<file path="src/rtl/pipe_skid_reg_if.sv">
// Handshake bundle for pipe_skid_reg: the upstream valid/ready/data, the downstream valid/ready/data,
// plus the flush request and the occupancy count.
interface pipe_skid_reg_if #(
    parameter int WIDTH = 32
);
    logic             in_valid;
    logic [WIDTH-1:0] in_data;
    logic             in_ready;
    logic             out_valid;
    logic [WIDTH-1:0] out_data;
    logic             out_ready;
    logic             flush;
    logic [1:0]       count;

    modport master (
        output in_valid, in_data, out_ready, flush,
        input  in_ready, out_valid, out_data, count
    );

    modport slave (
        input  in_valid, in_data, out_ready, flush,
        output in_ready, out_valid, out_data, count
    );
endinterface

</file>
<file path="src/rtl/pipe_skid_reg.sv">
// Two-entry skid register (main + skid) that cuts the ready path between pipeline stages.
// out_data always shows main, and in_ready is decoded from state only, so no input reaches it combinationally.
module pipe_skid_reg #(
    parameter int               WIDTH = 32,
    parameter logic [WIDTH-1:0] INIT  = '0
) (
    input  logic           clock,
    input  logic           reset,
    pipe_skid_reg_if.slave bus,
    output logic [1:0]     o_dbg_state
);
    // Handshake: a transfer happens on a rising edge where valid and ready are both 1.
    // Once valid is raised, the producer holds it and the data until that transfer occurs.
    // A flush cycle squashes that cycle's transfer on both sides.
    typedef enum logic [1:0] {
        ST_EMPTY = 2'd0,
        ST_ONE   = 2'd1,
        ST_TWO   = 2'd2
    } state_t;

    state_t           r_state;
    state_t           w_state_nxt;
    logic [WIDTH-1:0] r_main;
    logic [WIDTH-1:0] r_skid;
    logic [WIDTH-1:0] w_main_nxt;
    logic [WIDTH-1:0] w_skid_nxt;
    logic             w_in_ready;
    logic             w_out_valid;
    logic             w_in_fire;
    logic             w_out_fire;
    logic [1:0]       w_count;

    assign w_in_ready  = (r_state != ST_TWO);
    assign w_out_valid = (r_state != ST_EMPTY);
    assign w_in_fire   = bus.in_valid & w_in_ready;
    assign w_out_fire  = w_out_valid & bus.out_ready;

    always_comb begin
        w_state_nxt = r_state;
        w_main_nxt  = r_main;
        w_skid_nxt  = r_skid;
        case (r_state)
            ST_EMPTY: begin
                if (w_in_fire) begin
                    w_main_nxt  = bus.in_data;
                    w_state_nxt = ST_ONE;
                end
            end
            ST_ONE: begin
                if (w_in_fire && w_out_fire) begin
                    w_main_nxt = bus.in_data;
                end else if (w_in_fire) begin
                    w_skid_nxt  = bus.in_data;
                    w_state_nxt = ST_TWO;
                end else if (w_out_fire) begin
                    w_state_nxt = ST_EMPTY;
                end
            end
            ST_TWO: begin
                if (w_out_fire) begin
                    w_main_nxt  = r_skid;
                    w_state_nxt = ST_ONE;
                end
            end
            default: begin
                w_state_nxt = ST_EMPTY;
            end
        endcase
        // Flush empties the block but leaves the data registers untouched.
        if (bus.flush) begin
            w_state_nxt = ST_EMPTY;
            w_main_nxt  = r_main;
            w_skid_nxt  = r_skid;
        end
    end

    always_ff @(posedge clock) begin
        if (!reset) begin
            r_state <= ST_EMPTY;
            r_main  <= INIT;
            r_skid  <= INIT;
        end else begin
            r_state <= w_state_nxt;
            r_main  <= w_main_nxt;
            r_skid  <= w_skid_nxt;
        end
    end

    always_comb begin
        w_count = 2'd0;
        case (r_state)
            ST_EMPTY: w_count = 2'd0;
            ST_ONE:   w_count = 2'd1;
            ST_TWO:   w_count = 2'd2;
            default:  w_count = 2'd0;
        endcase
    end

    assign bus.in_ready  = w_in_ready;
    assign bus.out_valid = w_out_valid;
    assign bus.out_data  = r_main;
    assign bus.count     = w_count;
    assign o_dbg_state   = r_state;
endmodule

</file>
<file path="src/flat_wrapper.sv">
// flat-port wrapper written by rule: the top's interface ports become plain ports
module pipe_skid_reg_flat 
#(
    parameter int               WIDTH = 32,
    parameter logic [WIDTH-1:0] INIT  = '0
)
  (clock, reset, o_dbg_state, bus_in_valid, bus_in_data, bus_out_ready, bus_flush, bus_in_ready, bus_out_valid, bus_out_data, bus_count);
  pipe_skid_reg_if #(.WIDTH(WIDTH)) bus_i ();
  input  logic clock;
  input  logic reset;
  output logic [1:0] o_dbg_state;
  input wire logic [$bits(bus_i.in_valid)-1:0] bus_in_valid;
  input wire logic [$bits(bus_i.in_data)-1:0] bus_in_data;
  input wire logic [$bits(bus_i.out_ready)-1:0] bus_out_ready;
  input wire logic [$bits(bus_i.flush)-1:0] bus_flush;
  output wire logic [$bits(bus_i.in_ready)-1:0] bus_in_ready;
  output wire logic [$bits(bus_i.out_valid)-1:0] bus_out_valid;
  output wire logic [$bits(bus_i.out_data)-1:0] bus_out_data;
  output wire logic [$bits(bus_i.count)-1:0] bus_count;
  assign bus_i.in_valid = bus_in_valid;
  assign bus_i.in_data = bus_in_data;
  assign bus_i.out_ready = bus_out_ready;
  assign bus_i.flush = bus_flush;
  assign bus_in_ready = bus_i.in_ready;
  assign bus_out_valid = bus_i.out_valid;
  assign bus_out_data = bus_i.out_data;
  assign bus_count = bus_i.count;
  pipe_skid_reg #(.WIDTH(WIDTH), .INIT(INIT)) u_core (.clock(clock), .reset(reset), .bus(bus_i), .o_dbg_state(o_dbg_state));
endmodule
</file>
<file path="config.mk">
export PLATFORM = sky130hd
export DESIGN_NAME = pipe_skid_reg_flat
export DESIGN_NICKNAME = d
export VERILOG_FILES = /design/src/rtl/pipe_skid_reg_if.sv /design/src/rtl/pipe_skid_reg.sv /design/src/flat_wrapper.sv
export SDC_FILE = /design/constraint.sdc
export NUM_CORES = 1
export LEC_CHECK = 0
export CAP_MARGIN = 20
export CORE_UTILIZATION = 43
export CTS_CLUSTER_DIAMETER = 60
export DETAILED_ROUTE_END_ITERATION = 16
export PLACE_DENSITY = 0.84
export SYNTH_ARGS = -nofsm -noshare
export SYNTH_HDL_FRONTEND = slang
export SYNTH_SLANG_ARGS = --single-unit
</file>
<file path="constraint.sdc">
create_clock -name clock -period 1.5 [get_ports clock]
set_input_delay 0.45 -clock clock [delete_from_list [all_inputs] [get_ports clock]]
set_output_delay 0.45 -clock clock [all_outputs]
set_load 0.01 [all_outputs]
</file>
==> impl_metrics.csv <==
group,metric,value,unit
floorplan,core_area,6350,sq um
global_routing,grt_antenna_before_repair,0,
clocking,insertion_delay,0.34,ns
detailed_routing,dr_total_vias,2721,
sta,maxSlewHeadroom,0.770,
place,dp.cells,454,
final_layout,final_cells,476,
clocking,clk_pin_slew_worst_paths,0.08,ns
clocking,clock_sinks,66,
sta,finClkSkew,0.00905,ns
floorplan,die_area,6870,sq um
setup_path,reg2reg_to,"u_core.bus.out_data[18]",
setup_path,worstPathArrival,1.78,ns
setup_path,crit_type,"reg2reg",
detailed_routing,wl_per_cell,17.2,um
detailed_routing,first_pass_iters,5,
place,dpl_cell_area,3730,sq um
detailed_routing,drtIter0Drc,182,
floorplan,dieWidth,82.9,um
status,violations,"setup timing",
logic_synthesis,ys_seq_area_frac,0.470,
detailed_routing,ant_nets,0,
pwr,p_total,3.89,mW
pwr,p_seq_frac,0.472,
logic_synthesis,synth_area_leader_cell,"dfxtp_1",
floorplan,num_rows,29,
logic_synthesis,synth_top_area_share,0.470,
global_routing,grt_pass1_wl,13.0,mm
detailed_routing,drc,0,
clocking,clockBufferDepth,2,
clocking,cts-root-buf,"clkbuf_8",
pwr,ir_drop,568,uV
place,port_buffers,74,
global_routing,track_usage,0.238,
status,status,"finished, violations left",
global_routing,grt_overflow,0,
sta,min_period,1.55,ns
setup_path,path_max_fanout,16,
pwr,power.leakage,1.82,nW
final_layout,diodes,0,
worst_hold_path,hold_depth,2,
clocking,h-tree-depth,3,
worst_hold_path,hold_path.startpoint,"u_core.r_skid[26]",
logic_synthesis,syn_avg_cell_area,9.08,sq um
logic_synthesis,synth.area.top_cells,"dfxtp_1 47%, mux2i_1 11%, a31o_1 10%, nand2_1 8.7%, nor4_1 7.1%",
setup_path,crit_required,1.73,ns
pwr,p_sw,995,uW
final_layout,final_area,4090,sq um
sta,fmax,0.646,GHz
pwr,switching_share,0.256,
final_layout,nets,431,
logic_synthesis,synth_area,2810,sq um
sta,tightest_slew,0.336,ns
sta,setup_viol,33,
pwr,clkPwrFrac,0.393,
detailed_routing,vias_per_cell,5.72,
sta,setup_slack,-0.0491,ns
detailed_routing,finalWirelength,8.19,mm
logic_synthesis,synth_fp_nets,347,
setup_path,rrSetupSlack,-0.05,ns
setup_path,critical_path.startpoint_type,"register",
clocking,cts_tree,"built",
final_layout,area_delta_synth_final,45.2,%
sta,slew_viol_final,0,
sta,rsz0062_at_grt,"yes",
logic_synthesis,syn_inst,310,
worst_hold_path,hp-class,"reg2reg",
logic_synthesis,ys_ff_latch,66,
logic_synthesis,ys_warn_count,0,
floorplan,start_util,0.443,
pwr,intPower,2.89,mW
pwr,power-per-cell-area,951,nW/um^2
global_routing,grt_pass1_vias,2630,
place,hpwl,4.99,mm
place,dp_worst_setup_slack,-0.520,ns
floorplan,ios,75,
setup_path,end_kind,"register",
place,gp_congestion,0.766,
setup_path,reg2reg_from,"u_core.o_dbg_state[0]",
setup_path,reg2reg_depth,6,
logic_synthesis,ys_types,25,
pwr,combPwrFrac,0.135,
worst_hold_path,worstHoldEndpoint,"u_core.r_skid[26]",
sta,finalHoldViolations,0,
run,maxCapViolations,0,
global_routing,grt_max_degree,33,
final_layout,drive_gt1_frac,0.198,
sta,period_share,1.03,
clocking,numCtsBuffers,9,
floorplan,die_h,82.9,um
-- power groups by stage --
stage | Clock (mW) | Sequential [mW] | Combinational (mW)
6_report | 1.53 | 1.83 | 0.524
5_1_grt | 1.63 | 1.84 | 0.557
4_1_cts | 1.55 | 1.83 | 0.519
3_5_place_dp | 0 | 1.88 | 0.506
2_1_floorplan | 0 | 1.89 | 0.198
3_3_place_gp | 0 | 1.88 | 0.496
-- synth_stat cells (all sizes together) --
library cell  instances
inv                   2
o21a                  1
and3b                 1
nor3                  2
nor2b                 2
a2111oi               1
nand3b                1
clkbuf               22
nor4                 32
mux2i                32
or3                   1
o22a                  1
nand2                65
buf                  11
nand2b                2
a21oi                34
or2                   2
dfxtp                66
a31o                 32
-- final cells by class --
type / count / area [sq um]
Fill cell: 528 / 2260
Multi-Input combinational cell: 209 / 1420
Sequential cell: 66 / 1330
Timing Repair Buffer: 106 / 1030
Clock buffer: 10 / 138
Tap cell: 77 / 96.3
Clock inverter: 6 / 65.1
Inverter: 2 / 7.51
-- critical path: stages (launching register included) --
cell	delay [ns]
dfxtp_4	0.36
buf_6	0.13
and3b_1	0.22
a21oi_2	0.05
or2_4	0.30
buf_16	0.17
a31o_1	0.21
-- what timing repair did --
| item | 4_1_cts | 5_1_grt |
|---|---|---|
| buffers inserted | 4 | 1 |
| hold buffers | 0 | 0 |
| cloned | 3 | 0 |
| setup endpoints to repair | 102 | 67 |
| pin swaps | 1 | 17 |
| gates resized for setup | 68 | 27 |
-- logic make-up after synthesis --
group           count (synthesis)  synth area share
simple gates                  108             0.185
buf+inv                        35            0.0618
compound gates                 69             0.170
flops                          66             0.470
mux                            32             0.114
-- per-stage QoR --
step	hold WS (ns)	TNS, ns	util
final	0.454	-0.876	0.644
after global routing	0.470	-3.49	0.644
after CTS	0.454	-2.70	0.637
after detailed placement	0.443	-31.48	0.587
after global placement	0.437	-28.47	0.587
after floorplan	0.436	0	-
-- sequential cells by signal (all words and copies together), names as in the netlist --
name	count
u_core.bus.out_data	32
u_core.o_dbg_state	2
u_core.r_skid	32
-- worst max-delay path by stage --
stage | from | endpoint
2_1_floorplan | u_core.o_dbg_state[0] | u_core.bus.out_data[0]
3_3_place_gp | bus_in_valid | u_core.r_skid[2]
3_5_place_dp | bus_out_ready | u_core.bus.out_data[24]
4_1_cts | u_core.o_dbg_state[0] | u_core.bus.out_data[20]
5_1_grt | u_core.o_dbg_state[0] | u_core.bus.out_data[10]
6_report | u_core.o_dbg_state[0] | u_core.bus.out_data[18]
-- per-layer routing --
| metal | GRT usage | wire (um) | share of wire | up-vias |
|---|---|---|---|---|
| li1 | - | - | - | 1295 |
| met1 | 0.290 | 3350 | 0.41 | 1301 |
| met2 | 0.415 | 4220 | 0.52 | 117 |
| met3 | 0.0467 | 516 | 0.063 | 8 |
| met4 | 0.0893 | 103 | 0.013 | 0 |
| met5 | 0 | 0 | 0 | - |
-- layout by cell type, fill, tap and decap left out, types with 2 or more instances in the layout --
cell type and instances:
a21oi_1 19, mux2i_1 31, nor4_1 32, dfxtp_4 2
dlygate4sd2_1 36, buf_12 3, or2_4 2, clkinv_2 2
clkdlybuf4s50_1 34, buf_4 17, buf_8 2, a21oi_2 15
nand2_1 65, buf_6 10, clkbuf_8 10, nand2b_4 2
dfxtp_1 64, a31o_1 32
Note: power is estimated with default switching activity, not from simulation.
